`src/rtl/rv_ctrl_pkg.sv`:
```
// Shared encodings for the RV32I multi-cycle controller: FSM states,
// major opcodes, datapath mux selects and the opcode-class bit positions.
package rv_ctrl_pkg;

  typedef enum logic [2:0] {
    S_IF   = 3'd0,
    S_ID   = 3'd1,
    S_EX   = 3'd2,
    S_JUMP = 3'd3,
    S_MEM  = 3'd4,
    S_WB   = 3'd5,
    S_HALT = 3'd6
  } state_t;

  localparam logic [6:0] OP_R      = 7'b0110011;
  localparam logic [6:0] OP_I      = 7'b0010011;
  localparam logic [6:0] OP_LOAD   = 7'b0000011;
  localparam logic [6:0] OP_STORE  = 7'b0100011;
  localparam logic [6:0] OP_BRANCH = 7'b1100011;
  localparam logic [6:0] OP_JAL    = 7'b1101111;
  localparam logic [6:0] OP_JALR   = 7'b1100111;
  localparam logic [6:0] OP_SYSTEM = 7'b1110011;

  localparam logic [1:0] ALU_OP_ADD       = 2'b00;
  localparam logic [1:0] ALU_OP_BRANCH    = 2'b01;
  localparam logic [1:0] ALU_OP_FUNCT     = 2'b10;
  localparam logic [1:0] ALU_OP_FUNCT_IMM = 2'b11;

  localparam logic [1:0] SRC_A_PC    = 2'b00;
  localparam logic [1:0] SRC_A_REG   = 2'b01;
  localparam logic [1:0] SRC_A_OLDPC = 2'b10;

  localparam logic [1:0] SRC_B_REG  = 2'b00;
  localparam logic [1:0] SRC_B_FOUR = 2'b01;
  localparam logic [1:0] SRC_B_IMM  = 2'b10;

  // Bit positions inside the one-hot opcode class vector.
  localparam int CLS_R      = 0;
  localparam int CLS_I      = 1;
  localparam int CLS_LOAD   = 2;
  localparam int CLS_STORE  = 3;
  localparam int CLS_BRANCH = 4;
  localparam int CLS_JAL    = 5;
  localparam int CLS_JALR   = 6;
  localparam int CLS_SYSTEM = 7;
  localparam int CLS_BAD    = 8;
  localparam int CLS_W      = 9;

  typedef logic [CLS_W-1:0] op_class_t;

endpackage

```
`src/rtl/rv_opcode_class.sv`:
```
// Combinational opcode decoder: exactly one class bit is set for any
// opcode; anything outside the supported set lands in CLS_BAD.
module rv_opcode_class
  import rv_ctrl_pkg::*;
(
  input  logic [6:0] opcode,
  output op_class_t  op_class
);

  // One-hot class lookup.
  always_comb begin
    op_class = '0;
    case (opcode)
      OP_R:      op_class[CLS_R]      = 1'b1;
      OP_I:      op_class[CLS_I]      = 1'b1;
      OP_LOAD:   op_class[CLS_LOAD]   = 1'b1;
      OP_STORE:  op_class[CLS_STORE]  = 1'b1;
      OP_BRANCH: op_class[CLS_BRANCH] = 1'b1;
      OP_JAL:    op_class[CLS_JAL]    = 1'b1;
      OP_JALR:   op_class[CLS_JALR]   = 1'b1;
      OP_SYSTEM: op_class[CLS_SYSTEM] = 1'b1;
      default:   op_class[CLS_BAD]    = 1'b1;
    endcase
  end

endmodule

```
`src/rtl/multi_cycle_control.sv`:
```
// Control FSM for the shared multi-cycle RV32I datapath. Outputs are Moore
// except the IF/MEM handshake strobes (mem_ready) and the branch pc_write
// (bcond), which are Mealy. Handshake: a memory request (mem_read or
// mem_write) is held with a constant address select until the cycle in
// which mem_ready is high; that cycle completes the access.
module multi_cycle_control
  import rv_ctrl_pkg::*;
(
  input  logic       clk,
  input  logic       reset_n,
  input  logic [6:0] opcode,
  input  logic       bcond,
  input  logic       halt_req,
  input  logic       mem_ready,
  output logic       pc_write,
  output logic       pc_source,
  output logic       i_or_d,
  output logic       mem_read,
  output logic       mem_write,
  output logic       ir_write,
  output logic [1:0] alu_src_a,
  output logic [1:0] alu_src_b,
  output logic [1:0] alu_op,
  output logic       mem_to_reg,
  output logic       reg_write,
  output logic       instr_done,
  output logic       is_halted
);

  state_t    state_q, state_d;
  op_class_t cls;

  rv_opcode_class u_class (
    .opcode   (opcode),
    .op_class (cls)
  );

  // State register; reset always returns to fetch.
  always_ff @(posedge clk) begin
    if (!reset_n) state_q <= S_IF;
    else          state_q <= state_d;
  end

  // Next-state logic.
  always_comb begin
    state_d = state_q;
    case (state_q)
      S_IF: if (mem_ready) state_d = S_ID;
      S_ID: begin
        if (cls[CLS_SYSTEM])   state_d = halt_req ? S_HALT : S_IF;
        else if (cls[CLS_JAL]) state_d = S_JUMP;
        else if (cls[CLS_BAD]) state_d = S_IF;
        else                   state_d = S_EX;
      end
      S_EX: begin
        if (cls[CLS_R] || cls[CLS_I])             state_d = S_WB;
        else if (cls[CLS_LOAD] || cls[CLS_STORE]) state_d = S_MEM;
        else if (cls[CLS_JALR])                   state_d = S_JUMP;
        else                                      state_d = S_IF;
      end
      S_JUMP: state_d = S_WB;
      S_MEM:  if (mem_ready) state_d = cls[CLS_LOAD] ? S_WB : S_IF;
      S_WB:   state_d = S_IF;
      S_HALT: state_d = S_HALT;
      default: state_d = S_IF;
    endcase
  end

  // Output decode; strobes and the halt flag are suppressed during reset.
  always_comb begin
    pc_write   = 1'b0;
    pc_source  = 1'b0;
    i_or_d     = 1'b0;
    mem_read   = 1'b0;
    mem_write  = 1'b0;
    ir_write   = 1'b0;
    alu_src_a  = SRC_A_PC;
    alu_src_b  = SRC_B_REG;
    alu_op     = ALU_OP_ADD;
    mem_to_reg = 1'b0;
    reg_write  = 1'b0;
    instr_done = 1'b0;
    is_halted  = 1'b0;
    case (state_q)
      S_IF: begin
        mem_read  = 1'b1;
        alu_src_b = SRC_B_FOUR;
        ir_write  = mem_ready;
        pc_write  = mem_ready;
      end
      S_ID: begin
        alu_src_a  = SRC_A_OLDPC;
        alu_src_b  = SRC_B_IMM;
        instr_done = (cls[CLS_SYSTEM] && !halt_req) || cls[CLS_BAD];
      end
      S_EX: begin
        alu_src_a = SRC_A_REG;
        if (cls[CLS_R]) begin
          alu_op = ALU_OP_FUNCT;
        end else if (cls[CLS_I]) begin
          alu_src_b = SRC_B_IMM;
          alu_op    = ALU_OP_FUNCT_IMM;
        end else if (cls[CLS_BRANCH]) begin
          alu_op     = ALU_OP_BRANCH;
          pc_write   = bcond;
          pc_source  = 1'b1;
          instr_done = 1'b1;
        end else begin
          alu_src_b = SRC_B_IMM;
        end
      end
      S_JUMP: begin
        alu_src_a = SRC_A_OLDPC;
        alu_src_b = SRC_B_FOUR;
        pc_write  = 1'b1;
        pc_source = 1'b1;
      end
      S_MEM: begin
        i_or_d     = 1'b1;
        mem_read   = cls[CLS_LOAD];
        mem_write  = cls[CLS_STORE];
        instr_done = mem_ready && cls[CLS_STORE];
      end
      S_WB: begin
        reg_write  = 1'b1;
        mem_to_reg = cls[CLS_LOAD];
        instr_done = 1'b1;
      end
      S_HALT: is_halted = 1'b1;
      default: ;
    endcase
    if (!reset_n) begin
      pc_write   = 1'b0;
      ir_write   = 1'b0;
      mem_read   = 1'b0;
      mem_write  = 1'b0;
      reg_write  = 1'b0;
      instr_done = 1'b0;
      is_halted  = 1'b0;
    end
  end

endmodule
```
`config.mk`:
```
export PLATFORM = sky130hd
export DESIGN_NAME = multi_cycle_control
export DESIGN_NICKNAME = d
export VERILOG_FILES = /design/src/rtl/rv_ctrl_pkg.sv /design/src/rtl/rv_opcode_class.sv /design/src/rtl/multi_cycle_control.sv
export SDC_FILE = /design/constraint.sdc
export NUM_CORES = 1
export LEC_CHECK = 0
export CORE_AREA = 3 3 42 44
export DETAILED_ROUTE_END_ITERATION = 12
export DIE_AREA = 0 0 45 47
export GPL_ROUTABILITY_DRIVEN = 0
export PLACE_DENSITY = 0.78
export SLEW_MARGIN = 40
export SYNTH_ARGS = -nofsm -noshare
export SYNTH_HDL_FRONTEND = slang
export SYNTH_SLANG_ARGS = --single-unit
```
`constraint.sdc`:
```
create_clock -name clk -period 2.4 [get_ports clk]
set_clock_uncertainty 0.1 [all_clocks]
set_input_delay 0.6 -clock clk [delete_from_list [all_inputs] [get_ports clk]]
set_output_delay 0.6 -clock clk [all_outputs]
set_load 0.02 [all_outputs]
```
# Word level (Yosys, flattened, before mapping)
# Cells that the tools add are included.
[classes]
eq_ne = 16
muxes = 52
n_reduce_logical = 11
[op_table]
columns = ["op", "count"]
rows = [
  ["1-bit two-way mux", 29],
  ["7-bit == test, second input constant", 4],
  ["3-bit two-way mux", 7],
  ["2-bit two-way mux", 9],
  ["3-bit case mux with 6 select lines", 1],
  ["7-bit by 6-bit == test with 1-bit output, second input constant", 2],
  ["3-bit == test, second input constant", 3],
  ["8-bit OR reduction", 1],
  ["7-bit by 2-bit == test with 1-bit output, second input constant", 1],
  ["7-bit by 5-bit == test with 1-bit output, second input constant", 1],
  ["3-bit by 2-bit == test with 1-bit output, second input constant", 2],
  ["2-bit case mux with 3 select lines", 1],
  ["2-bit != test, second input constant", 2],
  ["1-bit case mux with 2 select lines", 2],
  ["1-bit case mux with 4 select lines", 1],
  ["2-bit case mux with 2 select lines", 1],
  ["2-bit OR reduction", 2],
  ["3-bit by 1-bit == test with 1-bit output, second input constant", 1],
  ["3-bit zero test", 1],
  ["1-bit logical OR", 3],
  ["1-bit case mux with 3 select lines", 1],
  ["1-bit logical AND", 2],
  ["2-bit AND reduction", 1],
  ["1-bit zero test", 1],
]
[word_totals]
ff_bits = 3
wordCells = 80

# Longest topological paths before layout
[depth]
depth_word = 7
depth_mapped = 5
depth_no_buf = 4

# Modules after synthesis
# Synthesis repeated with hierarchy kept, for this count alone.
[unflattened]
hier_cells = 78
area_unflattened_um2 = 528.0
[modules_own_cells]
columns = ["module", "instances", "cells_each", "area_per_inst_um2", "seq_area_each_um2"]
rows = [
  ["multi_cycle_control", 1, 61, 425.4, 60.1],
  ["rv_opcode_class", 1, 17, 102.6, 0.0],
]

# Worst setup path after synthesis
# Ideal clock, no wire load.
[synth_timing]
kind = "input-to-output"
startpoint = "input port opcode[2]"
endpoint = "output port mem_write"
t_arrival_ns = 1.767
required_time_ns = 1.700
path_slack_ns = -0.067
cell_stages = 4
path_buffers = 0
path_cell_list = "nand4bb_4 -> nor2_1 -> nand3b_1 -> nor4_1"
[synth_via]
elab_chain_cells = 4
[synth_lines]
columns = ["item", "line_no", "rtl"]
rows = [
  ["from (decl)", "multi_cycle_control.sv:11", "input logic [6:0] opcode,"],
  ["7-bit by 6-bit == test with 1-bit output", "rv_opcode_class.sv:13", "case (opcode)"],
  ["1-bit two-way mux", "rv_opcode_class.sv:13", ""],
  ["1-bit two-way mux", "multi_cycle_control.sv:84", "case (state_q)"],
  ["1-bit two-way mux", "multi_cycle_control.sv:132", "if (!reset_n) begin"],
  ["to (decl)", "multi_cycle_control.sv:19", "output logic mem_write,"],
]
# No other way between the ends.

# Worst setup path in the final report
[layout_timing]
startpoint = "input port opcode[6]"
endpoint = "output port instr_done"
[layout_via]
elab_chain_cells = 7
elab_cells_between_ends = 23
[layout_lines]
columns = ["item", "line_no", "rtl"]
rows = [
  ["7-bit == test", "rv_opcode_class.sv:13", ""],
  ["1-bit two-way mux", "rv_opcode_class.sv:13", ""],
  ["1-bit two-way mux", "multi_cycle_control.sv:103", "end else if (cls[CLS_BRANCH]) begin"],
  ["1-bit two-way mux", "multi_cycle_control.sv:100", "end else if (cls[CLS_I]) begin"],
  ["1-bit two-way mux", "multi_cycle_control.sv:98", "if (cls[CLS_R]) begin"],
  ["1-bit case mux with 4 select lines (*)", "multi_cycle_control.sv:84", ""],
  ["1-bit two-way mux (*)", "multi_cycle_control.sv:132", ""],
  ["to (decl)", "multi_cycle_control.sv:26", "output logic instr_done,"],
]
# Mark *: on every way between the ends. The rest lies on a longest branch, timed or not.

==> flow_metrics.tcl <==
set metrics [dict create \
    slew_headroom_pct 77.2 \
    die_h_um 47 \
    p_leak_nw 0.448 \
    rsz0062_at_grt "true" \
    layout-drive-gt1-share_pct 40.9 \
    clockRootBuffer "clkbuf_4" \
    power_density_mw_per_mm2 267 \
    fin_util_pct 65.0 \
    place_area_sq_um 943 \
    fin_ws_ns 0.0385 \
    yosysMostFrequentCell "nor2_1" \
    final_antenna_net_count 0 \
    routed_wl_um 2020 \
    setup_viol 0 \
    tritoncts "built" \
    synth-edff-count 0 \
    hold_path_class "reg -> reg" \
    nets 140 \
    cp.required_ns 1.70 \
    synth_area_leader_cell "dfxtp_1" \
    largestRegisters "state_q: 3 flops" \
    async_reset_ff_share_pct 0 \
    grt_usage_pct 21.0 \
    insertion_delay_ns 0.23 \
    critPathLaunchType "input pin" \
    n_fill_cell 146 \
    synth.distinct_cells 32 \
    core-area_sq_mm 0.00147 \
    overflow 0 \
    place_hpwl_um 1550 \
    status "complete, no violations" \
    timing.final.crit_share_pct 98.4 \
    clock_path_buffers 2 \
    antenna_cells 0 \
    clkTransAtPathRegs_ns 0.04 \
    min_period_ns 2.36 \
    synth_nets 94 \
    htree_levels 1 \
    cap_violations 0 \
    remaining_drc_errors 0 \
    arrival_ns 1.66 \
    worst_slew_pin_slew_ns 0.339 \
    syn_to_final_growth_pct 79.3 \
    syn_area_sq_um 533 \
    vias_per_cell 5.58 \
    grt_max_degree 13 \
    ys_seq_area_share_pct 11.3 \
    endpoint_kind "output port" \
    synthTopCellsByCount "nor2_1 (10), nand2_1 (7), nor3_1 (7)" \
    drv_slew 0 \
    largest_reg_flops 3 \
    rows 14 \
    synthTopCellsByArea "dfxtp_1 (11%), nor2_1 (7.0%), nor3_1 (6.6%)" \
    finalHoldViolCount 0 \
    design_area_sq_um 956 \
    crit_type "in -> out" \
    cts_buffers 3 \
    place_ws_ns -0.823 \
    grt_pass1_vias 748 \
    routed-via-count 798 \
    drt_pass1_iterations 5 \
    dieArea_sq_mm 0.00212 \
    post_drt_wl_per_cell_um 14.1 \
    port_buffers 27 \
    synth_seq_cells 3 \
    synth_area_per_cell_sq_um 6.50 \
    synth_cells 82 \
    grt_pass1_wl_um 3350 \
    die_x_um 45 \
    fmax_mhz 423 \
    crit_fanout 5 \
    synth.top_cell.area_share_pct 11.3 \
    yosys_most_used_dff "dfxtp_1" \
    ir_worst_vdd_v 0.000195 \
    ioPinCount 28 \
    start_util_pct 36.2 \
    first_iter_violations 17 \
    antenna_found_initial 0 \
    yosys_warnings 0 \
    regMostFlops "state_q" \
    clock-sinks 3 \
]
[routing by layer]
metal / wire length, um / GRT usage (%) / up-vias
met5: 0 / 0 / -
met4: 0 / 4.09 / 0
met3: 118 / 2.68 / 0
met2: 1020 / 36.7 / 30
met1: 886 / 27.7 / 369
li1: - / - / 399
[layout make-up]
| class | count | area [sq um] | share of cell area [%] |
|---|---|---|---|
| sequential | 3 | 60.1 | 6.28 |
| tap | 16 | 20.0 | 2.09 |
| multi-input combinational | 69 | 485 | 50.8 |
| clock buffer | 4 | 26.3 | 2.75 |
| inverter | 4 | 15.0 | 1.57 |
| timing repair buffer | 47 | 349 | 36.5 |
[logic make-up after synthesis]
group	Yosys count	share of synthesized area, %
xor+xnor	1	1.64
flops	3	11.3
simple gates	46	51.6
buf+inv	10	8.21
compound gates	22	27.2
[placed cells by master, fill, tap and decap left out, types with 2 or more instances in the layout]
cell,synthesis,final
clkbuf_4,0,3
nand2b_1,3,2
and3_1,3,3
nand4_1,2,2
dlygate4sd2_1,0,6
nand3_1,3,3
dfxtp_1,3,3
buf_6,0,3
nor2_1,10,9
o21ai_0,5,2
nor2b_1,2,2
o31ai_1,2,2
buf_4,0,22
o211ai_1,3,3
o21ai_2,0,2
nand2_1,7,7
a21oi_1,5,5
buf_2,5,12
clkdlybuf4s50_1,0,2
nor3_1,7,7
inv_1,4,4
[worst max-delay path, stage by stage]
cell	delay (ns)
buf_2	0.14
and4bb_1	0.28
a21oi_1	0.07
or3_1	0.32
o211ai_1	0.09
buf_4	0.16
[metrics by stage]
step           cells  power (mW)  hold slack (ns)  setup TNS (ns)
2_1_floorplan     82       0.108            0.488               0
3_3_place_gp     138       0.170            0.612           -7.56
3_5_place_dp     138       0.171            0.622           -7.84
4_1_cts          142       0.256            0.631        -0.00781
5_1_grt          143       0.275            0.676         -0.0521
6_report         143       0.255            0.631               0
[power breakdown]
part	internal [mW]	leakage, nW	total (mW)	switching (mW)
Clock	0.0623	0.0150	0.0879	0.0256
Sequential	0.0517	0.0244	0.0532	0.00148
Combinational	0.0534	0.409	0.114	0.0610
Total	0.167	0.448	0.255	0.0881
[worst paths after layout]
check | startpoint | to | slack [ns] | depth (start not counted)
setup / recovery | opcode[6] | instr_done | 0.04 | 6
hold / removal | state_q[1] | state_q[2] | 0.63 | 3
setup reg to reg | state_q[0] | state_q[2] | 1.05 | 5
hold reg to reg | state_q[1] | state_q[2] | 0.63 | 3
[what timing repair did]
action	4_1_cts	5_1_grt
setup buffers	0	1
hold buffers	0	0
setup endpoints to repair	13	3
pin swaps	7	9
gates resized for setup	92	9
Note: power is estimated with default switching activity, not from simulation.
